$ cat config.mk
export PLATFORM = sky130hd
export DESIGN_NAME = uart_cmd_responder_flat
export DESIGN_NICKNAME = d
export VERILOG_FILES = /design/src/rtl/uart_cmd_responder_pkg.sv /design/src/rtl/uart_cmd_responder_if.sv /design/src/rtl/uart_cmd_responder.sv /design/src/flat_wrapper.sv
export SDC_FILE = /design/constraint.sdc
export NUM_CORES = 1
export LEC_CHECK = 0
export ABC_AREA = 1
export BUFFER_PORTS_ARGS = -buffer_cell sky130_fd_sc_hd__clkbuf_2
export CORE_ASPECT_RATIO = 1.2
export CORE_MARGIN = 2
export CORE_UTILIZATION = 58
export DETAILED_ROUTE_END_ITERATION = 16
export PLACE_DENSITY = 0.8
export SETUP_SLACK_MARGIN = 0.05
export SLEW_MARGIN = 25
export SYNTH_ARGS = -nofsm -noshare
export SYNTH_HDL_FRONTEND = slang
export SYNTH_SLANG_ARGS = --single-unit
$ cat constraint.sdc
create_clock -name clock -period 1.69 [get_ports clock]
set_input_delay 0.338 -clock clock [delete_from_list [all_inputs] [get_ports clock]]
set_output_delay 0.338 -clock clock [all_outputs]
set_load 0.01 [all_outputs]
$ cat src/rtl/uart_cmd_responder_pkg.sv
`default_nettype none
// +----------------------------------------------------------------------------+
// | Module      : uart_cmd_responder_pkg                                       |
// | Description : Shared command/reply codes and FSM encodings for the         |
// |               UART register-access responder and its host-side models.     |
// | Revision    : 1.0                                                          |
// +----------------------------------------------------------------------------+
package uart_cmd_responder_pkg;

    localparam logic [7:0] c_cmd_write = 8'h57;  // 'W'
    localparam logic [7:0] c_cmd_read  = 8'h52;  // 'R'
    localparam logic [7:0] c_rep_ack   = 8'h4B;  // 'K'
    localparam logic [7:0] c_rep_err   = 8'h45;  // 'E'

    typedef enum logic [2:0] {
        ST_IDLE       = 3'd0,
        ST_GET_ADDR   = 3'd1,
        ST_GET_DATA   = 3'd2,
        ST_DO_WRITE   = 3'd3,
        ST_DO_READ    = 3'd4,
        ST_WAIT_RDATA = 3'd5,
        ST_SEND       = 3'd6,
        ST_HOLD       = 3'd7
    } state_t;

    typedef enum logic {
        OP_WRITE = 1'b0,
        OP_READ  = 1'b1
    } op_t;

    function automatic logic is_opcode(input logic [7:0] b);
        return (b == c_cmd_write) || (b == c_cmd_read);
    endfunction

endpackage
`default_nettype wire

$ cat src/rtl/uart_cmd_responder_if.sv
`default_nettype none
// +----------------------------------------------------------------------------+
// | Module      : uart_cmd_responder_if                                        |
// | Description : Byte stream (UART parallel side) and local register bus     |
// |               seen by the command responder.                               |
// | Revision    : 1.0                                                          |
// +----------------------------------------------------------------------------+
interface uart_cmd_responder_if;
    logic [7:0] rx_value;
    logic       rx_value_ready;
    logic [7:0] tx_value;
    logic       tx_value_write;
    logic [7:0] reg_addr;
    logic [7:0] reg_wdata;
    logic       reg_write;
    logic       reg_read;
    logic [7:0] reg_rdata;

    // The responder answers commands; the master side is the UART + register file.
    modport slave (
        input  rx_value, rx_value_ready, reg_rdata,
        output tx_value, tx_value_write, reg_addr, reg_wdata, reg_write, reg_read
    );

    modport master (
        output rx_value, rx_value_ready, reg_rdata,
        input  tx_value, tx_value_write, reg_addr, reg_wdata, reg_write, reg_read
    );
endinterface
`default_nettype wire

$ cat src/rtl/uart_cmd_responder.sv
`default_nettype none
// +----------------------------------------------------------------------------+
// | Module      : uart_cmd_responder                                           |
// | Description : Decodes 'W addr data' / 'R addr' byte commands, performs one |
// |               register access and returns a single paced reply byte.       |
// | Revision    : 1.0                                                          |
// +----------------------------------------------------------------------------+
module uart_cmd_responder
    import uart_cmd_responder_pkg::*;
#(
    parameter int SYSTEM_FREQ    = 50_000_000,
    parameter int BAUD_RATE      = 9600,
    parameter int TIMEOUT_FRAMES = 4
) (
    input  logic               clock,
    input  logic               srst,
    uart_cmd_responder_if.slave bus
);

    localparam int c_byte_cycles    = (10 * SYSTEM_FREQ) / BAUD_RATE;
    localparam int c_timeout_cycles = TIMEOUT_FRAMES * c_byte_cycles;
    localparam int c_cnt_w          = $clog2(c_timeout_cycles + 1);

    localparam logic [c_cnt_w-1:0] c_gap_load = c_cnt_w'(c_byte_cycles - 1);
    localparam logic [c_cnt_w-1:0] c_tmo_last = c_cnt_w'(c_timeout_cycles - 1);
    localparam logic [c_cnt_w-1:0] c_cnt_one  = c_cnt_w'(1);

    state_t             r_state, w_state_nxt;
    op_t                r_op, w_op_nxt;
    logic [c_cnt_w-1:0] r_gap, w_gap_nxt;
    logic [c_cnt_w-1:0] r_tmo, w_tmo_nxt;
    logic [7:0]         r_tx_value, w_tx_value_nxt;
    logic               r_tx_write, w_tx_write_nxt;
    logic [7:0]         r_addr, w_addr_nxt;
    logic [7:0]         r_wdata, w_wdata_nxt;
    logic               r_reg_write, w_reg_write_nxt;
    logic               r_reg_read, w_reg_read_nxt;

    always_ff @(posedge clock) begin
        if (srst) begin
            r_state     <= ST_IDLE;
            r_op        <= OP_WRITE;
            r_gap       <= '0;
            r_tmo       <= '0;
            r_tx_value  <= 8'h00;
            r_tx_write  <= 1'b0;
            r_addr      <= 8'h00;
            r_wdata     <= 8'h00;
            r_reg_write <= 1'b0;
            r_reg_read  <= 1'b0;
        end else begin
            r_state     <= w_state_nxt;
            r_op        <= w_op_nxt;
            r_gap       <= w_gap_nxt;
            r_tmo       <= w_tmo_nxt;
            r_tx_value  <= w_tx_value_nxt;
            r_tx_write  <= w_tx_write_nxt;
            r_addr      <= w_addr_nxt;
            r_wdata     <= w_wdata_nxt;
            r_reg_write <= w_reg_write_nxt;
            r_reg_read  <= w_reg_read_nxt;
        end
    end

    // Strobes are raised on the transition into their state so every output
    // comes straight from a flop and is valid in the state's own cycle.
    always_comb begin
        w_state_nxt     = r_state;
        w_op_nxt        = r_op;
        w_gap_nxt       = r_gap;
        w_tmo_nxt       = r_tmo;
        w_tx_value_nxt  = r_tx_value;
        w_tx_write_nxt  = 1'b0;
        w_addr_nxt      = r_addr;
        w_wdata_nxt     = r_wdata;
        w_reg_write_nxt = 1'b0;
        w_reg_read_nxt  = 1'b0;

        case (r_state)
            ST_IDLE: begin
                if (bus.rx_value_ready) begin
                    if (is_opcode(bus.rx_value)) begin
                        w_state_nxt = ST_GET_ADDR;
                        w_op_nxt    = (bus.rx_value == c_cmd_write) ? OP_WRITE : OP_READ;
                        w_tmo_nxt   = '0;
                    end else begin
                        w_state_nxt    = ST_SEND;
                        w_tx_value_nxt = c_rep_err;
                        w_tx_write_nxt = 1'b1;
                    end
                end
            end
            ST_GET_ADDR, ST_GET_DATA: begin
                if (bus.rx_value_ready) begin
                    w_tmo_nxt = '0;
                    if (r_state == ST_GET_ADDR) begin
                        w_addr_nxt = bus.rx_value;
                        if (r_op == OP_WRITE) begin
                            w_state_nxt = ST_GET_DATA;
                        end else begin
                            w_state_nxt    = ST_DO_READ;
                            w_reg_read_nxt = 1'b1;
                        end
                    end else begin
                        w_wdata_nxt     = bus.rx_value;
                        w_state_nxt     = ST_DO_WRITE;
                        w_reg_write_nxt = 1'b1;
                    end
                end else if (r_tmo == c_tmo_last) begin
                    // Last allowed idle cycle spent: the reply follows immediately.
                    w_state_nxt    = ST_SEND;
                    w_tx_value_nxt = c_rep_err;
                    w_tx_write_nxt = 1'b1;
                end else begin
                    w_tmo_nxt = r_tmo + c_cnt_one;
                end
            end
            ST_DO_WRITE: begin
                w_state_nxt    = ST_SEND;
                w_tx_value_nxt = c_rep_ack;
                w_tx_write_nxt = 1'b1;
            end
            ST_DO_READ: begin
                w_state_nxt = ST_WAIT_RDATA;
            end
            ST_WAIT_RDATA: begin
                w_state_nxt    = ST_SEND;
                w_tx_value_nxt = bus.reg_rdata;
                w_tx_write_nxt = 1'b1;
            end
            ST_SEND: begin
                w_state_nxt = ST_HOLD;
                w_gap_nxt   = c_gap_load;
            end
            ST_HOLD: begin
                if (r_gap == '0) begin
                    w_state_nxt = ST_IDLE;
                end else begin
                    w_gap_nxt = r_gap - c_cnt_one;
                end
            end
            default: begin
                w_state_nxt = ST_IDLE;
            end
        endcase
    end

    assign bus.tx_value       = r_tx_value;
    assign bus.tx_value_write = r_tx_write;
    assign bus.reg_addr       = r_addr;
    assign bus.reg_wdata      = r_wdata;
    assign bus.reg_write      = r_reg_write;
    assign bus.reg_read       = r_reg_read;

endmodule
`default_nettype wire

$ cat src/flat_wrapper.sv
// flat-port wrapper written by rule: the top's interface ports become plain ports
module uart_cmd_responder_flat import uart_cmd_responder_pkg::*;
#(
    parameter int SYSTEM_FREQ    = 50_000_000,
    parameter int BAUD_RATE      = 9600,
    parameter int TIMEOUT_FRAMES = 4
)
  (clock, srst, bus_rx_value, bus_rx_value_ready, bus_reg_rdata, bus_tx_value, bus_tx_value_write, bus_reg_addr, bus_reg_wdata, bus_reg_write, bus_reg_read);
  uart_cmd_responder_if bus_i ();
  input  logic clock;
  input  logic srst;
  input wire logic [$bits(bus_i.rx_value)-1:0] bus_rx_value;
  input wire logic [$bits(bus_i.rx_value_ready)-1:0] bus_rx_value_ready;
  input wire logic [$bits(bus_i.reg_rdata)-1:0] bus_reg_rdata;
  output wire logic [$bits(bus_i.tx_value)-1:0] bus_tx_value;
  output wire logic [$bits(bus_i.tx_value_write)-1:0] bus_tx_value_write;
  output wire logic [$bits(bus_i.reg_addr)-1:0] bus_reg_addr;
  output wire logic [$bits(bus_i.reg_wdata)-1:0] bus_reg_wdata;
  output wire logic [$bits(bus_i.reg_write)-1:0] bus_reg_write;
  output wire logic [$bits(bus_i.reg_read)-1:0] bus_reg_read;
  assign bus_i.rx_value = bus_rx_value;
  assign bus_i.rx_value_ready = bus_rx_value_ready;
  assign bus_i.reg_rdata = bus_reg_rdata;
  assign bus_tx_value = bus_i.tx_value;
  assign bus_tx_value_write = bus_i.tx_value_write;
  assign bus_reg_addr = bus_i.reg_addr;
  assign bus_reg_wdata = bus_i.reg_wdata;
  assign bus_reg_write = bus_i.reg_write;
  assign bus_reg_read = bus_i.reg_read;
  uart_cmd_responder #(.SYSTEM_FREQ(SYSTEM_FREQ), .BAUD_RATE(BAUD_RATE), .TIMEOUT_FRAMES(TIMEOUT_FRAMES)) u_core (.clock(clock), .srst(srst), .bus(bus_i));
endmodule
[After elaboration in Yosys (flattened, before gate mapping)]
Cells that the tools add are included.
Storage, ports and cells
  flip-flop bits (word level): 67
  latch bits: 0
  bits in writable memories: 0
  ROM bits: 0
  bits of input ports: 19
  output and inout bits: 27
  logic and storage cells: 79
  memories kept: 0
Operators by class
  $add $sub $neg: 2
  multiply operators: 0
  divide/modulo/power cells: 0
  $lt $le $gt $ge: 0
  eq/ne operators: 19
  shift-type cells: 0
  multiplexer cells: 28
  bitwise gates (word level): 3
  reductions and logical operators: 17
Operators by type and width (number)
  18-bit two-way mux: 5
  18-bit one-hot mux with 2 select lines: 2
  8-bit two-way mux: 4
  8-bit one-hot mux with 4 select lines: 1
  3-bit two-way mux: 7
  18-bit by 1-bit adder with 18-bit output (second input constant): 1
  18-bit == test (second input constant): 1
  18-bit zero test: 1
  3-bit one-hot mux with 6 select lines: 1
  18-bit by 1-bit subtractor with 18-bit output (second input constant): 1
  8-bit by 7-bit == test with 1-bit output (second input constant): 2
  3-bit == test (second input constant): 4
  3-bit AND reduction: 4
  2-bit inequality test (second input constant): 4
  1-bit two-way mux: 7
  3-bit by 2-bit == test with 1-bit output (second input constant): 2
  2-bit by 1-bit inequality test with 1-bit output (second input constant): 3
  5-bit AND reduction: 1
  4-bit AND reduction: 1
  2-bit nonzero test: 2
  4-bit nonzero test: 1
  2-bit OR reduction: 2
  4-bit OR reduction: 1
  3-bit by 1-bit == test with 1-bit output (second input constant): 1
  8 further kinds: 10

[Longest topological paths before layout]
  depth in word-level cells: 5
  depth in mapped cells: 13
  mapped depth without buffers: 13

[Least setup slack after synthesis]
No wires, ideal clock.
  path type: register to register
  start: register u_core.r_tmo[0]
  end: register u_core.r_tmo[16]
  data arrival time: 1.445 ns
  data required time: 1.576 ns
  setup slack: 0.131 ns
  cell stages (with the launch flop): 12
  cells stage by stage: dfxtp_1 > ha_1 > nand2_1 > nor2_1 > nand3_1 > nor2_1 > nand3_2 > nand2_4 > inv_4 > buf_6 > a21oi_1 > nor2_1
On the way
  longest elaborated chain between the ends: 4
Ends and longest elaborated chain
  start: declaration: line uart_cmd_responder.sv:31  | logic [c_cnt_w-1:0] r_tmo, w_tmo_nxt;
  start signal: assignment: line uart_cmd_responder.sv:55  | r_tmo <= w_tmo_nxt;
  18-bit by 1-bit adder with 18-bit output: line uart_cmd_responder.sv:115  | w_tmo_nxt = r_tmo + c_cnt_one;
  18-bit two-way mux: line uart_cmd_responder.sv:109  | end else if (r_tmo == c_tmo_last) begin
  18-bit two-way mux: line uart_cmd_responder.sv:94  | if (bus.rx_value_ready) begin
  18-bit one-hot mux with 2 select lines: line uart_cmd_responder.sv:79  | case (r_state)
Several ways; a longest one is shown, not always the timed one. The select of a mux whose other input is x is not followed.
A chain may end at the register's enable or synchronous reset.

[Final worst setup path]
  start: register u_core.r_gap[0]
  end: register u_core.r_gap[14]
On the way
  longest elaborated chain between the ends: 3
Ends and longest elaborated chain
  start: declaration: line uart_cmd_responder.sv:30  | logic [c_cnt_w-1:0] r_gap, w_gap_nxt;
  start signal: assignment: line uart_cmd_responder.sv:54  | r_gap <= w_gap_nxt;
  18-bit by 1-bit subtractor with 18-bit output / 18-bit zero test (equally long branches): line uart_cmd_responder.sv:139, uart_cmd_responder.sv:136
  18-bit two-way mux / 2-bit inequality test (equally long branches)
  18-bit one-hot mux with 2 select lines / 2-bit AND reduction (equally long branches)
Several ways; a longest one is shown, not always the timed one. The select of a mux whose other input is x is not followed.

==> impl_results.md <==
* Mapped Nets at 547
* Maxcap violations at 0
* CTS Buffer Depth at 2
* Largest net degree at the start of global routing at 23
* CTS H-tree lvls at 3
* Slowest CP cell: dfxtp_1
* Critical Path Sink Type: flip-flop
* Initial Util at 0.590
* Rel. slew slack at 0.708
* Die height at 89.1 um
* Area Overhead vs Synth at 26.4%
* Mapped Cells at 526
* CTS Buf Count at 9
* Final TNS setup at 0 ns
* WL/cell at 12.9 um
* Syn_area_per_cell at 6.66 um2
* Pwr dens at 1580 nW/um2
* Antenna violations before repair at 0
* Clock sink count at 67
* Post-route cell area at 4430 um2
* CTS clk-pin slew, worst paths at 0.08 ns
* Buffers on Ports at 45
* DRT Wirelength at 8990 um
* Fillers at 464
* Vias in the first global route at 3,147
* Utilization of the core after routing at 0.746
* 1st-iter DRT viols at 160
* TritonCTS clock tree: yes
* Max FO, Critical Path at 5
* Switching share of power at 0.417
* Ant diodes at 0
* Drt first pass iters at 5
* Clk_skew at 0.0112 ns
* CORE AREA at 5930 um2
* GRT Overall Usage at 0.269
* Vias at 3,657
* Req. time, crit path at 1.93 ns
* Outcome: finished, final reports clean
* Commonest non-fill, non-tap cells in the layout: nand2_1 (120), nor2_1 (79), dfxtp_1 (62)
* Vias per cell at 5.24
* Largest stage delay, worst path at 0.37 ns
* Clk Latency, worst-skew pair at 0.34 ns
* Flops & latches, synth at 67
* Actual slew at the worst max-slew pin at 0.437 ns
* Total gr overflow at 0
* Layout cells sized above 1 at 0.242
* Layout Nets at 633
* Leak Pwr at 0.00193 uW
* Row cnt at 31
* Post-DP Area at 3980 um2
* Crit Path Class: reg2reg
* Clock share of power at 0.207
* Sequential area share after synthesis at 0.383
* Total number of yosys warnings at 0
* # DRC at 0
* Synth cell types at 34
* I/O pin total at 46
* Pint at 4090 uW
* Hold Fails Final Rpt at 0
* First-pass GRT wire length at 13,800 um
* RSZ-0062 raised after global routing: true
* Period utilization at 0.938
* Fmax achieved at 0.631 GHz
* CP startpoint kind: flip-flop
* Switching Power at 2920 uW
* Combinational Power Share at 0.494
* Min Tclk post-route at 1.59 ns
* CP arrival at 1.83 ns
* RD Place Congestion at 0.924
* Crit-path cells: inv_2 -> ha_4 -> nand2_2 -> nor2_4 -> nand3_2 -> nand2_4 -> buf_4 -> o21ai_0 -> nand2_1 -> o21a_1
* CTS Hold Buffers Added at 0
* Final setup violation count at 0
* Sequential power share at 0.299
* Max-slew violation count at 0
* CTS Root Cell: clkbuf_8
* Post-DP HPWL at 6270 um
* Chip width at 74.9 um
* Synth Cell Area at 3500 um2
* HP Class: in2reg
* Commonest non-fill, non-tap cell in the layout: nand2_1
* Maximum VDD drop at 0.995 mV
* Post-DRT Antenna Nets at 0
* Die area at 6680 um2
## registers in the layout, indices dropped and copies added (netlist names)
| signal | cells |
|---|---|
| u_core.r_gap | 18 |
| u_core.r_op | 1 |
| u_core.r_state | 3 |
| u_core.bus.reg_wdata | 8 |
| u_core.bus.reg_addr | 8 |
| u_core.bus.reg_write | 1 |
| u_core.r_tmo | 18 |
| u_core.bus.tx_value_write | 1 |
| u_core.bus.reg_read | 1 |
| u_core.bus.tx_value | 8 |
## repair_timing
action,CTS,global route
pin swaps,2,11
endpoints found under the hold margin,0,0
gates cloned,0,0
setup endpoints to repair,23,44
buffers inserted,4,8
gates resized for setup,6,38
## critical path, delay by kind of cell (launching register included)
| family | cells | cell delay [ns] |
|---|---|---|
| simple gates | 5 | 0.42 |
| flops | 1 | 0.37 |
| compound gates | 2 | 0.31 |
| fa+ha+maj | 1 | 0.16 |
| buf+inv | 2 | 0.22 |
## path summary, 6_finish.rpt
kind / from / cells past startpoint / slack [ns] / end
max: u_core.r_gap[0]$_SDFFE_PP0P_ / 10 / 0.10 / u_core.r_gap[14]$_SDFFE_PP0P_
min: bus_reg_rdata[4] / 3 / 0.23 / u_core.bus.tx_value[4]$_SDFFE_PP0P_
max reg2reg: u_core.r_gap[0]$_SDFFE_PP0P_ / 10 / 0.10 / u_core.r_gap[14]$_SDFFE_PP0P_
min reg2reg: u_core.bus.tx_value[1]$_SDFFE_PP0P_ / 2 / 0.46 / u_core.bus.tx_value[1]$_SDFFE_PP0P_
## cell usage after synthesis
cell | number | area share
nand3b_1 | 1 | 0.0021
a22o_1 | 1 | 0.0025
nand4_1 | 13 | 0.023
o21ai_0 | 32 | 0.046
buf_6 | 2 | 0.0064
nand3_1 | 31 | 0.044
xor2_1 | 8 | 0.020
a21o_1 | 2 | 0.0043
a21oi_1 | 40 | 0.057
nor3_1 | 18 | 0.026
a21oi_2 | 1 | 0.0025
nand3_2 | 5 | 0.014
buf_4 | 1 | 0.0021
buf_2 | 4 | 0.0057
o21bai_1 | 2 | 0.0043
nor4_1 | 1 | 0.0018
ha_1 | 2 | 0.0071
nor2_2 | 2 | 0.0036
a31oi_1 | 1 | 0.0018
inv_1 | 57 | 0.061
nand2_1 | 122 | 0.13
clkbuf_1 | 4 | 0.0043
dfxtp_1 | 67 | 0.38
inv_2 | 3 | 0.0032
o21ai_2 | 1 | 0.0025
o21a_1 | 1 | 0.0021
nor2_1 | 86 | 0.092
inv_4 | 1 | 0.0018
xnor2_1 | 3 | 0.0075
nand2_2 | 4 | 0.0071
nand2_4 | 4 | 0.013
a211oi_1 | 1 | 0.0021
nor2_4 | 4 | 0.013
and3_1 | 1 | 0.0018
## cell families after synthesis
group | after synthesis | share of synthesized area
and+or+nand+nor | 292 | 0.373
buffers and inverters | 72 | 0.0847
adders and majority gates | 2 | 0.00714
xor gates and xnor gates | 11 | 0.0275
AOI/OAI and AO/OA | 82 | 0.125
DFF | 67 | 0.383
## power by group through the flow
| stage | registers [uW] | clock network (uW) | logic, uW |
|---|---|---|---|
| final | 2090 | 1450 | 3470 |
| after detailed placement | 2090 | 0 | 2950 |
| after floorplan | 2140 | 0 | 2080 |
| after CTS | 2060 | 1460 | 3100 |
| after global routing | 2120 | 1540 | 3810 |
| after global placement | 2080 | 0 | 2890 |
## final cells by class
class                           count  area (um2)  area share
Inverter                           61         244      0.0551
Clock buffer                        9         124      0.0280
Clock inverter                      6        91.3      0.0206
Timing Repair Buffer               86         541       0.122
Tap cell                           82         103      0.0232
Multi-Input combinational cell    387        1970       0.446
Sequential cell                    67        1350       0.305
## routing by layer
layer / GRT usage / part of all wire / vias up
met4: 0.107 / 0.022 / 0
li1: - / - / 1859
met3: 0.0676 / 0.045 / 20
met5: 0 / 0 / -
met1: 0.322 / 0.42 / 1669
met2: 0.459 / 0.52 / 109
## metrics by stage
stage | worst slack [ns] | hold WS (ns) | total power (uW) | instances
after detailed placement | -0.0414 | 0.454 | 5040 | 671
final | 0.105 | 0.226 | 7010 | 698
after global routing | -0.00179 | 0.213 | 7470 | 698
after CTS | 0.0668 | 0.221 | 6620 | 690
after floorplan | 0.131 | 0.443 | 4220 | 526
after global placement | 0.0407 | 0.449 | 4970 | 671
No activity file was read; power rests on OpenSTA's default activity.
